==> src/rtl/rv_instr_encoder.sv <==
// rtl/rv_instr_encoder.sv - symbolic op to RV32I instruction word encoder with address counter
module rv_instr_encoder #(
  parameter logic [31:0] BASE_ADDR = 32'h0000_0000,
  parameter logic [31:0] ADDR_STEP = 32'd4
) (
  input  logic        clk,
  input  logic        rst,
  input  logic        flush,
  input  logic        in_valid,
  output logic        in_ready,
  input  logic [4:0]  op_sel,
  input  logic [4:0]  rd,
  input  logic [4:0]  rs1,
  input  logic [4:0]  rs2,
  input  logic [31:0] imm,
  output logic        out_valid,
  input  logic        out_ready,
  output logic [31:0] out_word,
  output logic [31:0] out_addr,
  output logic        err_pulse,
  output logic [15:0] word_count,
  output logic [7:0]  err_count
);

  typedef enum logic [2:0] {K_R, K_I, K_SH, K_S, K_B, K_U, K_J} kind_t;

  localparam logic [6:0] OPC_R   = 7'b0110011;
  localparam logic [6:0] OPC_I   = 7'b0010011;
  localparam logic [6:0] OPC_LW  = 7'b0000011;
  localparam logic [6:0] OPC_SW  = 7'b0100011;
  localparam logic [6:0] OPC_BR  = 7'b1100011;
  localparam logic [6:0] OPC_LUI = 7'b0110111;
  localparam logic [6:0] OPC_AUI = 7'b0010111;
  localparam logic [6:0] OPC_JAL = 7'b1101111;
  localparam logic [6:0] F7_ALT  = 7'b0100000;

  kind_t       kind;
  logic [6:0]  opc;
  logic [2:0]  f3;
  logic [6:0]  f7;
  logic        legal;
  logic [31:0] enc_word;

  // Immediate range checks expressed as sign-extension / alignment tests
  logic imm12_ok, shamt_ok, br_ok, jal_ok, upper_ok;
  assign imm12_ok = (imm[31:11] == {21{imm[11]}});
  assign shamt_ok = (imm[31:5] == 27'd0);
  assign br_ok    = (imm[31:12] == {20{imm[12]}}) && !imm[0];
  assign jal_ok   = (imm[31:20] == {12{imm[20]}}) && !imm[0];
  assign upper_ok = (imm[11:0] == 12'd0);

  assign in_ready = !out_valid || out_ready;

  wire accept    = in_valid && in_ready;
  wire handshake = out_valid && out_ready;

  // Decode op_sel into instruction format, opcode, funct fields and legality
  always_comb begin
    kind  = K_R;
    opc   = OPC_R;
    f3    = 3'b000;
    f7    = 7'd0;
    legal = 1'b0;
    case (op_sel)
      5'd0:  begin f3 = 3'b000; legal = 1'b1; end
      5'd1:  begin f3 = 3'b000; f7 = F7_ALT; legal = 1'b1; end
      5'd2:  begin f3 = 3'b001; legal = 1'b1; end
      5'd3:  begin f3 = 3'b010; legal = 1'b1; end
      5'd4:  begin f3 = 3'b100; legal = 1'b1; end
      5'd5:  begin f3 = 3'b101; legal = 1'b1; end
      5'd6:  begin f3 = 3'b101; f7 = F7_ALT; legal = 1'b1; end
      5'd7:  begin f3 = 3'b110; legal = 1'b1; end
      5'd8:  begin f3 = 3'b111; legal = 1'b1; end
      5'd9:  begin kind = K_I; opc = OPC_I; f3 = 3'b000; legal = imm12_ok; end
      5'd10: begin kind = K_I; opc = OPC_I; f3 = 3'b010; legal = imm12_ok; end
      5'd11: begin kind = K_I; opc = OPC_I; f3 = 3'b100; legal = imm12_ok; end
      5'd12: begin kind = K_I; opc = OPC_I; f3 = 3'b110; legal = imm12_ok; end
      5'd13: begin kind = K_I; opc = OPC_I; f3 = 3'b111; legal = imm12_ok; end
      5'd14: begin kind = K_SH; opc = OPC_I; f3 = 3'b001; legal = shamt_ok; end
      5'd15: begin kind = K_SH; opc = OPC_I; f3 = 3'b101; legal = shamt_ok; end
      5'd16: begin kind = K_SH; opc = OPC_I; f3 = 3'b101; f7 = F7_ALT; legal = shamt_ok; end
      5'd17: begin kind = K_I; opc = OPC_LW; f3 = 3'b010; legal = imm12_ok; end
      5'd18: begin kind = K_S; opc = OPC_SW; f3 = 3'b010; legal = imm12_ok; end
      5'd19: begin kind = K_B; opc = OPC_BR; f3 = 3'b000; legal = br_ok; end
      5'd20: begin kind = K_B; opc = OPC_BR; f3 = 3'b001; legal = br_ok; end
      5'd21: begin kind = K_B; opc = OPC_BR; f3 = 3'b100; legal = br_ok; end
      5'd22: begin kind = K_B; opc = OPC_BR; f3 = 3'b101; legal = br_ok; end
      5'd23: begin kind = K_B; opc = OPC_BR; f3 = 3'b110; legal = br_ok; end
      5'd24: begin kind = K_B; opc = OPC_BR; f3 = 3'b111; legal = br_ok; end
      5'd25: begin kind = K_U; opc = OPC_LUI; legal = upper_ok; end
      5'd26: begin kind = K_U; opc = OPC_AUI; legal = upper_ok; end
      5'd27: begin kind = K_J; opc = OPC_JAL; legal = jal_ok; end
      default: legal = 1'b0;
    endcase
  end

  // Pack fields into the 32-bit word according to the selected format
  always_comb begin
    enc_word = 32'd0;
    case (kind)
      K_R:  enc_word = {f7, rs2, rs1, f3, rd, opc};
      K_I:  enc_word = {imm[11:0], rs1, f3, rd, opc};
      K_SH: enc_word = {f7, imm[4:0], rs1, f3, rd, opc};
      K_S:  enc_word = {imm[11:5], rs2, rs1, f3, imm[4:0], opc};
      K_B:  enc_word = {imm[12], imm[10:5], rs2, rs1, f3, imm[4:1], imm[11], opc};
      K_U:  enc_word = {imm[31:12], rd, opc};
      K_J:  enc_word = {imm[20], imm[10:1], imm[11], imm[19:12], rd, opc};
      default: enc_word = 32'd0;
    endcase
  end

  // Output stage, address counter and statistics; flush overrides everything but rst
  always_ff @(posedge clk or posedge rst) begin
    if (rst) begin
      out_valid  <= 1'b0;
      out_word   <= 32'd0;
      out_addr   <= BASE_ADDR;
      err_pulse  <= 1'b0;
      word_count <= 16'd0;
      err_count  <= 8'd0;
    end else if (flush) begin
      out_valid <= 1'b0;
      out_addr  <= BASE_ADDR;
      err_pulse <= 1'b0;
    end else begin
      err_pulse <= accept && !legal;
      if (accept && !legal && err_count != 8'hFF)
        err_count <= err_count + 8'd1;
      if (handshake) begin
        out_addr   <= out_addr + ADDR_STEP;
        word_count <= word_count + 16'd1;
      end
      if (accept && legal) begin
        out_valid <= 1'b1;
        out_word  <= enc_word;
      end else if (handshake) begin
        out_valid <= 1'b0;
      end
    end
  end

endmodule

==> config.mk <==
export PLATFORM = sky130hd
export DESIGN_NAME = rv_instr_encoder
export DESIGN_NICKNAME = d
export VERILOG_FILES = /design/src/rtl/rv_instr_encoder.sv
export SDC_FILE = /design/constraint.sdc
export NUM_CORES = 1
export LEC_CHECK = 0
export ABC_AREA = 1
export BUFFER_PORTS_ARGS = -buffer_cell sky130_fd_sc_hd__buf_2
export CAP_MARGIN = 40
export CORE_ASPECT_RATIO = 0.5
export CORE_MARGIN = 2
export CORE_UTILIZATION = 58
export DETAILED_ROUTE_END_ITERATION = 8
export HOLD_SLACK_MARGIN = 0.15
export PLACE_DENSITY = 0.95
export SYNTH_ARGS = -nofsm -noshare
export SYNTH_HDL_FRONTEND = slang
export SYNTH_SLANG_ARGS = --single-unit
==> constraint.sdc <==
create_clock -name clk -period 5.3 [get_ports clk]
set_input_delay 0.53 -clock clk [delete_from_list [all_inputs] [get_ports clk]]
set_output_delay 0.53 -clock clk [all_outputs]
set_load 0.005 [all_outputs]
### Word level (Yosys, flattened, before mapping)

Index checks and enable logic that the tools add are counted.
Widths: inputs -> output; s select.

* add/subtract/negate cells: 3
* eq/ne operators: 37
* mux-type cells: 12
* bitwise operators: 1
* reduce and logical (&&, ||, !) cells: 34

Operator list (number)
* $pmux 32 s7: 1
* $mux 32: 2
* $eq 5x5->1 const B: 12
* $pmux 7 s7: 1
* $eq 5x4->1 const B: 8
* $pmux 3 s6: 2
* $add 32x3->32 const B: 1
* $logic_not 27->1: 1
* $eq 20x20->1: 1
* $eq 5x3->1 const B: 4
* $eq 19x19->1: 1
* $reduce_or 3->1: 6
* $add 16x1->16 const B: 1
* $logic_not 12->1: 1
* $reduce_or 6->1: 2
* $eq 11x11->1: 1
* $eq 5x2->1 const B: 2
* $eq 3x3->1 const B: 3
* $reduce_or 9->1: 1
* $add 8x1->8 const B: 1
* $ne 8x8->1 const B: 1
* $reduce_or 8->1: 1
* $logic_and 1x1->1: 7
* $reduce_or 7->1: 1
* other kinds (17): 25

* flip-flop bits (word level): 90
* input bits: 57
* output and inout bits: 91
* word-level logic and storage cells: 93

### Logic depth before layout (Yosys ltp)

* depth in word-level cells: 7
* depth in mapped cells: 15
* depth with buffers taken out: 14

### Least setup slack after synthesis

Ideal clock, no wire load.

* path type: input to register
* start: in imm[11]
* end: reg out_word[20]
* library setup time: 0.118 ns
* arrival: 1.870 ns
* required time: 5.182 ns
* slack: 3.312 ns
* stages: 13
* path buffers: 1
* path through: clkinv_1 -> ha_1 -> nor2_1 -> nand3_1 -> nor2_1 -> nand2_1 -> nor2_1 -> nor2_2 -> nand2_2 -> nand2_2 -> buf_2 -> nand2_1 -> nand2_1

* longest elaborated chain between the ends: 4
* elaborated cells between the ends (all ways): 7
* those cells by class: eq/ne (1); mux (2); reduce/logical (4)

RTL lines
* from (decl): RTL line 15 `input logic [31:0] imm,`
* $eq 20x20->1 (tied with other cells): RTL line 46 `assign imm12_ok = (imm[31:11] == {21{imm[11]}});`
* $pmux 1 s6: RTL line 64 `case (op_sel)`
* $logic_and 1x1->1: RTL line 133 `if (accept && legal) begin`
* $reduce_and 2->1 (no line)
* to (signal assigned): RTL line 135 `out_word <= enc_word;`
* to (decl): RTL line 18 `output logic [31:0] out_word,`

Several ways; a longest one is shown, not always the timed one.
A chain may end at the register's enable or synchronous reset.

### Final worst setup path

* start: in imm[11]
* end: reg out_word[30]

* longest elaborated chain between the ends: 4
* elaborated cells between the ends (all ways): 6
* those cells by class: eq/ne (1); mux (1); reduce/logical (4)

RTL lines (RTL line)
* $eq 20x20->1 (tied with other cells): 46
* $pmux 1 s6 (*): 64
* $logic_and 1x1->1 (*): 133
* $reduce_and 2->1 (no line) (*)

Every way passes the cells marked *; elsewhere a longest branch is shown, timed or not.

==> impl_results.md <==
* Maximum vdd drop at 0.175 mV
* Max clock buf depth at 2
* First-pass GRT wire length at 26900 µm
* Worst skew pair latency at 0.34 ns
* CP Cell Sequence: buf_2 > clkinv_1 > ha_1 > nor2_1 > nand3_1 > nor2_1 > nand2_1 > nor2_1 > nor2_2 > nand2_2 > nand2_2 > nand2_1 > nand2_1
* Critical path type: in -> reg
* Core Region at 9450 µm²
* GRT Residual Overflow at 0
* Routed Antenna Nets at 0
* CTS tree: done
* R2R setup slack at 2.97 ns
* Outcome: finished clean
* Cts hold-fix bufs at 0
* Most frequent cells in the layout: nand2_1, buf_2, nor2_1
* Post-route cell area at 6780 µm²
* Tot GR Track Use at 32.1%
* Share of layout cells above drive strength 1 at 18.4%
* Synth Register Bits at 87
* Static leakage at 0.00377 µW
* Layout area overhead at 20.2%
* Worst r2r path cells at 10
* Worst Hold Slack at 0.263 ns
* Sequential power share at 44.9%
* Chip width at 143 µm
* Cts bufs inserted at 9
* Type of the most critical hold path: in -> async
* Internal power at 1250 µW
* Post-synthesis cell area at 5640 µm²
* WL/cell at 14.8 µm
* Fin Setup TNS at 0 ns
* Reg-to-Reg End: word_count[12]
* Worst-path clk slew at 0.07 ns
* Nature of the critical path startpoint: input pin
* Final setup vio count at 0
* Reg2reg start: out_valid
* Die area at 10600 µm²
* Setup WS pre-CTS at 2.14 ns
* Largest net degree at the start of global routing at 59
* Fill count at 798
* DRC viols at 0
* Synth Instances at 850
* Worst Setup SP: imm[11]
* Post CTS Setup Buffer Count at 0
* Io pins at 148
* Dpl cell area at 6480 µm²
* RSZ-0062 raised after global routing: false
* Max-cap violations at 0
* Detail Placement HPWL at 12500 µm
* PwrDens at 270 nW/µm²
* Logic gate share of total power at 21.2%
* Final Max Slew Viols at 0
* Commonest non-fill, non-tap cell in the layout: nand2_1
* Vias per inst at 5.69
* Root Driver: clkbuf_16
* P_sw at 582 µW
* # port buffers at 145
* Final Util at 71.8%
* DR vias at 6426
* PnR worst setup slack at 2.43 ns
* Inserted Diodes at 0
* YS warnings at 0
* Crit path DAT at 3.09 ns
* Vias in the first global route at 5942
* Initial antenna violation count at 0
* Max incr delay on CP at 0.48 ns
* Clk_skew at 0.00675 ns
* Switching share of total power at 31.8%
* Critical path's slowest cell: nand2_2
* Drt first pass iters at 5
* Worst Tran Pin Value at 0.631 ns
* Register area share after synthesis at 38.6%
* Tmin final at 2.87 ns
* RePlAce Congestion at 1.01
* Num rows at 25
* Final Hold Fails at 0
* Clock power share at 33.9%
* Die height at 73.7 µm
* Synth cell types at 36
* Initial drt markers at 614
* H-tree depth at 3
* Worst slew margin at 57.9%
* Fmax at 349 MHz
* Post-CTS sizing at 0
* CP Capture Type: flip-flop
* Clock Sinks at 87
* CP max FO at 32
* Net count, final at 1051
* Final period util at 54.1%
* Final wirelength at 16800 µm
* Syn_area_per_cell at 6.64 µm²
* Initial Util at 59.7%
* CP required at 5.52 ns
* Worst setup path endpoint: out_word[30]
[stage by stage]
stage / power (µW) / instances
4_1_cts: 1830 / 1130
6_report: 1830 / 1130
5_1_grt: 1910 / 1130
3_3_place_gp: 1190 / 1113
3_5_place_dp: 1210 / 1114
2_1_floorplan: 1020 / 851
[layer usage]
layer | routed length, µm | GRT usage (%) | part of all wire, %
met5 | 0 | 0 | 0
met4 | 570 | 15.4 | 3.4
met3 | 1460 | 5.67 | 8.7
met2 | 7990 | 54.2 | 48
met1 | 6740 | 40.6 | 40
[synthesized netlist by cell type]
cell / count / area (µm²)
a211oi_1: 1 / 7.51
a21oi_1: 23 / 115
a22o_1: 3 / 26.3
a31oi_1: 2 / 12.5
and3_1: 1 / 6.26
buf_1: 1 / 3.75
buf_2: 8 / 40.0
buf_4: 4 / 30.0
clkbuf_1: 7 / 26.3
clkinv_1: 1 / 3.75
conb_1: 1 / 3.75
dfrtp_1: 87 / 2180
ha_1: 4 / 50.1
inv_1: 86 / 323
inv_2: 5 / 18.8
nand2_1: 284 / 1070
nand2_2: 2 / 12.5
nand2b_1: 1 / 6.26
nand3_1: 94 / 470
nand3_2: 3 / 30.0
nand3b_1: 2 / 15.0
nand4_1: 27 / 169
nor2_1: 99 / 372
nor2_2: 5 / 31.3
nor3_1: 22 / 110
nor3_4: 1 / 16.3
nor4_1: 7 / 43.8
o211ai_1: 2 / 15.0
o21a_1: 1 / 7.51
o21ai_0: 34 / 170
o21ai_1: 2 / 10.0
o22ai_1: 3 / 18.8
o31ai_1: 1 / 7.51
or2_2: 1 / 6.26
xnor2_1: 15 / 131
xor2_1: 10 / 87.6
[logic make-up (layout without fill, tap and decap cells)]
group                      Yosys count  after routing  share of synthesized area [%]
DFF                                 87             87                           38.6
adders and majority gates            4              4                          0.887
other                                1              2                         0.0665
and+or+nand+nor                    549            549                           41.7
xor gates and xnor gates            25             25                           3.88
buffers and inverters              112            256                           7.90
AOI/OAI and AO/OA                   72             72                           6.92
[registers in the layout (all words and copies together), names as in the netlist]
signal and flops:
word_count 16, err_pulse 1, out_valid 1, err_count 8, out_addr 30, out_word 31
[worst max-delay path: cells and delay by family]
kind          cells  cell delay [ns]
fa+ha+maj         1             0.36
buf+inv           2             0.48
simple gates     10             1.70
[power by group through the flow]
stage | combinational [µW] | clock (µW) | sequential [µW]
floorplan | 200 | 0 | 822
global route | 436 | 642 | 830
CTS | 386 | 621 | 819
finish | 388 | 621 | 822
detailed placement | 383 | 0 | 826
global placement | 362 | 0 | 826
[layout make-up]
| class | count | area [µm²] | area share, % |
|---|---|---|---|
| timing repair buffer | 148 | 768 | 11.3 |
| inverter | 92 | 347 | 5.11 |
| tap | 135 | 169 | 2.49 |
| clock inverter | 5 | 41.3 | 0.609 |
| multi-input combinational | 652 | 3020 | 44.6 |
| sequential | 87 | 2180 | 32.1 |
| clock buffer | 11 | 253 | 3.73 |
[worst min path at each step]
stage                  from        endpoint  slack, ns
2_1_floorplan  out_word[10]    out_word[10]       0.47
3_3_place_gp    out_word[3]     out_word[3]       0.45
3_5_place_dp   out_word[11]    out_word[11]       0.46
4_1_cts                 rst    out_addr[30]       0.27
5_1_grt                 rst  word_count[15]       0.31
6_report                rst    out_addr[30]       0.26
Note: power is estimated with default switching activity, not from simulation.
